--- config.mk ---
export PLATFORM = sky130hd
export DESIGN_NAME = fir_stream_filter
export DESIGN_NICKNAME = d
export VERILOG_FILES = /design/src/rtl/fir_stream_filter.sv
export SDC_FILE = /design/constraint.sdc
export NUM_CORES = 2
export LEC_CHECK = 0
export ABC_AREA = 1
export BUFFER_PORTS_ARGS = -buffer_cell sky130_fd_sc_hd__buf_2
export CORE_MARGIN = 2
export CORE_UTILIZATION = 33
export DETAILED_ROUTE_END_ITERATION = 16
export PLACE_DENSITY_LB_ADDON = 0.25
export SLEW_MARGIN = 5
export SYNTH_ARGS = -nofsm -noshare
export SYNTH_HDL_FRONTEND = slang
export SYNTH_SLANG_ARGS = --single-unit
export TNS_END_PERCENT = 5
--- constraint.sdc ---
create_clock -name clk -period 15.5 [get_ports clk]
set_input_delay 1.55 -clock clk [delete_from_list [all_inputs] [get_ports clk]]
set_output_delay 1.55 -clock clk [all_outputs]
set_load 0.05 [all_outputs]
--- src/rtl/fir_stream_filter.sv ---
// Multi-channel streaming FIR with loadable coefficients and one sequential MAC.
// Ports: clk, rst (async, active-high); in_valid/in_ready/in_ch/x_in carry samples in;
// out_valid/out_ready/out_ch/y_out/y_sat carry rounded, saturated results out;
// coef_we/coef_addr/coef_data load taps; err pulses on dropped work; busy = not idle.
module fir_stream_filter #(
  parameter int WIDTH      = 16,
  parameter int OUT_WIDTH  = WIDTH + 4,
  parameter int COEF_WIDTH = 16,
  parameter int TAPS       = 8,
  parameter int CHANNELS   = 2,
  parameter int SHIFT      = 15,
  localparam int CW = (CHANNELS > 1) ? $clog2(CHANNELS) : 1,
  localparam int AW = (TAPS > 1) ? $clog2(TAPS) : 1
) (
  input  logic                  clk,
  input  logic                  rst,
  input  logic                  in_valid,
  output logic                  in_ready,
  input  logic [CW-1:0]         in_ch,
  input  logic [WIDTH-1:0]      x_in,
  output logic                  out_valid,
  input  logic                  out_ready,
  output logic [CW-1:0]         out_ch,
  output logic [OUT_WIDTH-1:0]  y_out,
  output logic                  y_sat,
  input  logic                  coef_we,
  input  logic [AW-1:0]         coef_addr,
  input  logic [COEF_WIDTH-1:0] coef_data,
  output logic                  err,
  output logic                  busy
);

  localparam int PW    = WIDTH + COEF_WIDTH;
  localparam int ACC_W = PW + $clog2(TAPS);
  localparam int SW    = ACC_W + OUT_WIDTH + 1;
  localparam int DEF_I = (1 << SHIFT) / TAPS;

  localparam logic signed [COEF_WIDTH-1:0] DEF_C = DEF_I[COEF_WIDTH-1:0];
  localparam logic [CW:0] NCH = CHANNELS[CW:0];
  localparam logic [AW:0] NTP = TAPS[AW:0];
  localparam logic [AW-1:0] KLAST = AW'(TAPS - 1);

  localparam logic signed [SW-1:0] RND =
    {{(SW-1){1'b0}}, 1'b1} << (SHIFT - 1);
  localparam logic signed [SW-1:0] OMAX =
    {{(SW-OUT_WIDTH+1){1'b0}}, {(OUT_WIDTH-1){1'b1}}};
  localparam logic signed [SW-1:0] OMIN =
    {{(SW-OUT_WIDTH+1){1'b1}}, {(OUT_WIDTH-1){1'b0}}};

  typedef enum logic [1:0] {IDLE, MAC, ROUND, HOLD} state_t;

  state_t state_q, state_d;

  logic signed [WIDTH-1:0]      h_q [CHANNELS][TAPS];
  logic signed [WIDTH-1:0]      h_d [CHANNELS][TAPS];
  logic signed [COEF_WIDTH-1:0] coef_q [TAPS];
  logic signed [COEF_WIDTH-1:0] coef_d [TAPS];

  logic signed [ACC_W-1:0]     acc_q, acc_d;
  logic [AW-1:0]               k_q, k_d;
  logic [CW-1:0]               ch_q, ch_d;
  logic [OUT_WIDTH-1:0]        y_q, y_d;
  logic                        sat_q, sat_d;
  logic [CW-1:0]               och_q, och_d;
  logic                        ov_q, ov_d;
  logic                        err_q, err_d;
  logic                        busy_q, busy_d;

  logic signed [PW-1:0]        prod;
  logic signed [SW-1:0]        ext;
  logic signed [SW-1:0]        shr;
  logic                        ch_ok;
  logic                        addr_ok;

  assign ch_ok   = {1'b0, in_ch} < NCH;
  assign addr_ok = {1'b0, coef_addr} < NTP;

  always_comb begin
    state_d = state_q;
    h_d     = h_q;
    coef_d  = coef_q;
    acc_d   = acc_q;
    k_d     = k_q;
    ch_d    = ch_q;
    y_d     = y_q;
    sat_d   = sat_q;
    och_d   = och_q;
    ov_d    = ov_q;
    err_d   = 1'b0;

    prod = coef_q[k_q] * h_q[ch_q][k_q];
    ext  = {{(SW-ACC_W){acc_q[ACC_W-1]}}, acc_q};
    // round half up, then arithmetic shift (floor)
    shr  = (ext + RND) >>> SHIFT;

    // coefficient load is only legal between samples
    if (coef_we) begin
      if (state_q == IDLE && addr_ok) begin
        for (int t = 0; t < TAPS; t++) begin
          if (coef_addr == AW'(t)) coef_d[t] = coef_data;
        end
      end else begin
        err_d = 1'b1;
      end
    end

    unique case (state_q)
      IDLE: begin
        if (in_valid) begin
          if (ch_ok) begin
            for (int c = 0; c < CHANNELS; c++) begin
              if (in_ch == CW'(c)) begin
                h_d[c][0] = x_in;
                for (int t = 1; t < TAPS; t++) begin
                  h_d[c][t] = h_q[c][t-1];
                end
              end
            end
            ch_d    = in_ch;
            acc_d   = '0;
            k_d     = '0;
            state_d = MAC;
          end else begin
            // consumed but discarded
            err_d = 1'b1;
          end
        end
      end
      MAC: begin
        acc_d = acc_q + {{(ACC_W-PW){prod[PW-1]}}, prod};
        k_d   = k_q + AW'(1);
        if (k_q == KLAST) state_d = ROUND;
      end
      ROUND: begin
        if (shr > OMAX) begin
          y_d   = OMAX[OUT_WIDTH-1:0];
          sat_d = 1'b1;
        end else if (shr < OMIN) begin
          y_d   = OMIN[OUT_WIDTH-1:0];
          sat_d = 1'b1;
        end else begin
          y_d   = shr[OUT_WIDTH-1:0];
          sat_d = 1'b0;
        end
        och_d   = ch_q;
        ov_d    = 1'b1;
        state_d = HOLD;
      end
      HOLD: begin
        if (out_ready) begin
          ov_d    = 1'b0;
          state_d = IDLE;
        end
      end
      default: state_d = IDLE;
    endcase

    busy_d = (state_d != IDLE);
  end

  always_ff @(posedge clk or posedge rst) begin
    if (rst) begin
      state_q <= IDLE;
      for (int c = 0; c < CHANNELS; c++) begin
        for (int t = 0; t < TAPS; t++) begin
          h_q[c][t] <= '0;
        end
      end
      for (int t = 0; t < TAPS; t++) begin
        coef_q[t] <= DEF_C;
      end
      acc_q  <= '0;
      k_q    <= '0;
      ch_q   <= '0;
      y_q    <= '0;
      sat_q  <= 1'b0;
      och_q  <= '0;
      ov_q   <= 1'b0;
      err_q  <= 1'b0;
      busy_q <= 1'b0;
    end else begin
      state_q <= state_d;
      h_q     <= h_d;
      coef_q  <= coef_d;
      acc_q   <= acc_d;
      k_q     <= k_d;
      ch_q    <= ch_d;
      y_q     <= y_d;
      sat_q   <= sat_d;
      och_q   <= och_d;
      ov_q    <= ov_d;
      err_q   <= err_d;
      busy_q  <= busy_d;
    end
  end

  assign in_ready  = (state_q == IDLE);
  assign out_valid = ov_q;
  assign out_ch    = och_q;
  assign y_out     = y_q;
  assign y_sat     = sat_q;
  assign err       = err_q;
  assign busy      = busy_q;

endmodule

## Yosys cells after proc, flatten, opt, wreduce, memory -nomap -nowiden

Index checks and enable logic that the tools add are counted.

- Flip-flop bits (word level): 450
- Bits of input ports: 41
- Logic and storage cells: 101

- Add/sub/neg operators: 3
- Multipliers: 1
- Magnitude comparators: 4
- Equal/unequal tests: 13
- Muxes and demuxes: 25
- Bitwise logic cells: 3
- Reductions and logical operators: 18

Operators with widths:

| operator | count |
|---|---|
| $mux W128 | 3 |
| $bmux W16 S3 | 2 |
| $pmux W35 S2 | 1 |
| $mux W16 | 4 |
| $mux W20 | 2 |
| $add A35 B16 Y36 const B | 1 |
| $add A35 B35 Y35 | 1 |
| $mux W35 | 1 |
| $mul A16 B16 Y32 | 1 |
| $reduce_and A3 Y1 | 10 |
| $gt A21 B20 Y1 const B | 1 |
| $lt A21 B20 Y1 const B | 1 |
| $eq A3 B3 Y1 const B | 5 |
| $pmux W2 S4 | 1 |
| $eq A3 B2 Y1 const B | 2 |
| $mux W2 | 3 |
| $pmux W3 S2 | 1 |
| $reduce_and A2 Y1 | 3 |
| $reduce_bool A2 Y1 | 3 |
| $mux W1 | 5 |
| $eq A2 B2 Y1 const B | 2 |
| $ge A4 B4 Y1 const B | 1 |
| $ne A2 B2 Y1 const B | 2 |
| $not A3 Y4 | 1 |
| other kinds (10) | 10 |

## Longest topological paths before layout

- Word-level depth: 10
- Depth in mapped cells: 45
- Gate-level depth less buffers: 42

## Worst setup path before layout

Ideal clock, no wire load.

- Kind: reg2reg
- From: reg k_q[0]
- To: reg acc_q[33]
- Setup time: 0.121 ns
- Arrival: 7.549 ns
- Required time: 15.379 ns
- Setup slack: 7.829 ns
- Stages on the path, launching flop included: 39
- Buffers on the path: 4
- Clock period less this slack: 7.671 ns
- Cell sequence: dfrtp_1 > buf_2 > inv_2 > clkbuf_1 > nand2_1 > a32o_1 > nand2_1 > nand2_1 > clkbuf_1 > nor2_1 > inv_1 > fa_1 > inv_1 > fa_1 > fa_1 > fa_1 > inv_1 > fa_1 > [... 3 more ...] > clkbuf_1 > nand4_1 > nor3_1 > nand2_1 > inv_1 > nor2_1 > nand2_1 > nand2_1 > ha_1 > inv_1 > nor3_1 > nand2_1 > nor2_1 > nand3b_1 > nand3_1 > nand2_1 > nand2_1 > o21ai_1

- Longest elaborated chain between the ends: 7
- Elaborated cells between the ends (all ways): 10
- Those cells by class: add/sub: 1; mul: 1; mux: 7; bitwise: 1

RTL lines:

| item | line | text |
|---|---|---|
| start: declaration | 60 | `logic [AW-1:0] k_q, k_d;` |
| start signal: assignment | 186 | `k_q <= k_d;` |
| $not A3 Y4 (not written as such) (*) | 91 | `prod = coef_q[k_q] * h_q[ch_q][k_q];` |
| $bmux W16 S3 | 91 |  |
| $mux W16 (not written as such) (2 in series) | 91 |  |
| $mul A16 B16 Y32 (*) | 91 |  |
| $add A35 B35 Y35 (*) | 130 | `acc_d = acc_q + {{(ACC_W-PW){prod[PW-1]}}, prod};` |
| $pmux W35 S2 (*) | 107 | `unique case (state_q)` |
| end signal: assignment | 172 | `acc_q <= '0;` |
| end signal: assignment | 185 | `acc_q <= acc_d;` |
| end: declaration | 59 | `logic signed [ACC_W-1:0] acc_q, acc_d;` |

Every way passes the cells marked *; elsewhere a longest branch is shown, timed or not. The select of a mux whose other input is x is not followed.
A chain may end at the register's enable or synchronous reset.

## Worst setup path in the final report

- From: reg k_q[0]
- To: reg acc_q[25]

The elaborated chain is that of the path after synthesis.

==> impl_metrics.json <==
{
  "outcome": "finished, final reports clean",
  "hold_class": "reg2reg",
  "hold_ws_ns": 0.471,
  "crit_arrival_ns": 11.18,
  "wl_per_cell_um": 17.0,
  "synth_area_leaders": "dfrtp_1, fa_1, nand2_1",
  "syn_inst": 4088,
  "synth_top_area_cell": "dfrtp_1",
  "gr-usage-all-layers_pct": 18.6,
  "die_width_um": 317,
  "numCtsBuffers": 51,
  "hold_viol": 0,
  "overflow": 0,
  "core_um2": 97000,
  "io_buffers": 66,
  "seq_area_um2": 11300,
  "antenna_cells": 0,
  "ios": 67,
  "synth.yosys.seq_area_share_pct": 34.8,
  "antenna_found_initial": 0,
  "netlist.area_leader.share_pct": 34.1,
  "ys_warn_count": 0,
  "finalMaxSlewViolations": 0,
  "finalInstanceArea_um2": 35700,
  "syn_area_um2": 32400,
  "ys.flop_type": "dfrtp_1",
  "hold_depth": 2,
  "clk_latency_ns": 0.63,
  "worst_pin_slew_ns": 0.947,
  "ys_top_cells_by_count": "nand2_1, inv_1, o21ai_0, dfrtp_1, nor2_1",
  "cts_tree": "done",
  "synth.most_common_cell": "nand2_1",
  "drtAntennaViolNets": 0,
  "dr.pass1.iters": 6,
  "cts_htree_levels": 2,
  "synth_compound_area_share_pct": 15.3,
  "synth_top_family_by_area": "adder cells",
  "r2r_end": "acc_q[25]$_DFFE_PP0P_",
  "post-route-util_pct": 36.8,
  "drt-total-wl_um": 91400,
  "r2r-start": "k_q[0]$_DFFE_PP0P_",
  "die_h_um": 317,
  "critPathCaptureType": "flip-flop",
  "max_slew_margin_pct": 36.9,
  "synthXorXnorAreaFrac_pct": 1.35,
  "synthMuxAreaShare_pct": 0,
  "drive_gt1_share_pct": 6.15,
  "setup_tns_ns": 0,
  "reg2regPathDepth": 38,
  "fin_skew_ns": 0.0326,
  "dp_hpwl_um": 64300,
  "viasPerCell": 4.89,
  "clock-root-buffer": "clkbuf_16",
  "r2r_slack_ns": 4.83,
  "final.period_utilization_pct": 68.9,
  "criticalPathCategory": "reg2reg",
  "required_ns": 16.00,
  "start_util_pct": 33.4,
  "min_to": "h_q[130]$_DFFE_PP0P_",
  "synth_adder_area_share_pct": 20.9,
  "fmax_ghz": 0.0937,
  "synth_nets": 4512,
  "layout.nets": 4483,
  "hold_path.startpoint": "h_q[130]$_DFFE_PP0P_",
  "synth_edf_count": 0,
  "synthSimpleGateAreaFrac_pct": 17.8,
  "placed_cell_area_um2": 33900,
  "postSynthAreaPerCell_um2": 7.92,
  "rsz0062_at_grt": "no",
  "clock-sinks": 450,
  "via_count": 26300,
  "drc_errors": 0,
  "rows": 114,
  "area_growth_pct": 10.3,
  "postCtsHoldBufs": 0,
  "multi_input_area_um2": 17900,
  "grt_start_max_net_pins": 146,
  "grt_pass1_wl_um": 148000,
  "post_cts.repair.setup_buffers": 0,
  "drtIter0Drc": 1985,
  "finalWeightedCongestion": 0.909,
  "clk_pin_slew_ns": 0.06,
  "finalSetupViolCount": 0,
  "crit_fanout": 50,
  "dieArea_um2": 101000,
  "crit_slowest_cell": "dfrtp_4",
  "ys_ff_latch": 450,
  "grt_pass1_vias": 26100,
  "n_fill_cell": 10200,
  "synth_cell_type_count": 45,
  "clockBufferDepth": 3,
  "cp-start-kind": "flip-flop",
  "cpPeakStageDelay_ns": 0.71,
  "ctsResizeCount": 0,
  "min_period_ns": 10.67,
  "cpMostUsedCell": "inv_1",
  "async_reset_ff_share_pct": 100,
  "max-cap-violations": 0
}
-- area by class of cell --
type | count | area share (%)
tap | 1276 | 4.47
clock buffer | 75 | 4.36
sequential | 450 | 31.6
inverter | 645 | 6.81
timing repair buffer | 109 | 1.86
multi-input combinational | 2802 | 50.2
clock inverter | 18 | 0.700
-- stage by stage --
step | instances | setup WS, ns
2_1_floorplan | 4088 | 1.42
3_3_place_gp | 5282 | 4.82
3_5_place_dp | 5282 | 4.80
4_1_cts | 5375 | 4.77
5_1_grt | 5375 | 4.13
6_report | 5375 | 4.83
-- cell families after synthesis --
kind of cell | count (synthesis)
AOI/OAI and AO/OA | 922
xor gates and xnor gates | 50
adders and majority gates | 383
buffers and inverters | 836
DFF | 450
and+or+nand+nor | 1447
-- worst max-delay path, delay by kind of cell (launching register included) --
kind,cells,cell delay (ns)
buffers and inverters,9,2.10
adders and majority gates,8,3.41
DFF,1,0.71
AOI/OAI and AO/OA,10,2.24
and+or+nand+nor,10,1.82
xor gates and xnor gates,1,0.24
-- registers in the layout (all words and copies together) (netlist names) --
register,flops
acc_q,35
busy,1
ch_q,1
coef_q,128
err,1
h_q,256
k_q,3
out_ch,1
out_valid,1
state_q,2
y_out,20
y_sat,1
-- how the worst max path moves through the flow --
stage                        from               endpoint  slack (ns)  cells past startpoint
6_report       k_q[0]$_DFFE_PP0P_  acc_q[25]$_DFFE_PP0P_        4.83                     38
5_1_grt        k_q[0]$_DFFE_PP0P_  acc_q[25]$_DFFE_PP0P_        4.13                     37
4_1_cts        k_q[0]$_DFFE_PP0P_  acc_q[25]$_DFFE_PP0P_        4.77                     37
3_5_place_dp   k_q[0]$_DFFE_PP0P_  acc_q[25]$_DFFE_PP0P_        4.80                     37
3_3_place_gp   k_q[0]$_DFFE_PP0P_  acc_q[25]$_DFFE_PP0P_        4.82                     38
2_1_floorplan                 rst   acc_q[0]$_DFFE_PP0P_        1.42                      1
-- cell usage in the layout, fill, tap and decap left out, types with 5 or more instances in the layout --
cell type and instances:
nand2_1 927, inv_1 622, o21ai_0 531, dfrtp_1 439
nor2_1 310, fa_1 263, a21oi_1 227, nand3_1 159
ha_1 120, buf_2 66, clkbuf_16 52, o21a_1 51
buf_4 42, xor2_1 28, o21ai_1 24, o22ai_1 24
xnor2_1 22, inv_2 19, o211ai_1 18, clkbuf_8 17
a21o_1 15, nor3_1 15, nand4_1 12, o21bai_1 11
dfstp_2 8, a31oi_1 7, clkinv_2 7, clkbuf_1 6
nor2_2 5, clkinvlp_4 5
-- layer usage --
layer	up-vias	global-route usage [%]	part of all wire (%)
met5	-	0	0
met4	0	6.39	3.4
met3	141	2.58	5.0
met2	620	28.9	45
met1	12700	26.5	47
li1	12800	-	-
Power is not shown: default switching activity piles up to over one toggle a cycle in this logic, so the estimate is an artifact.
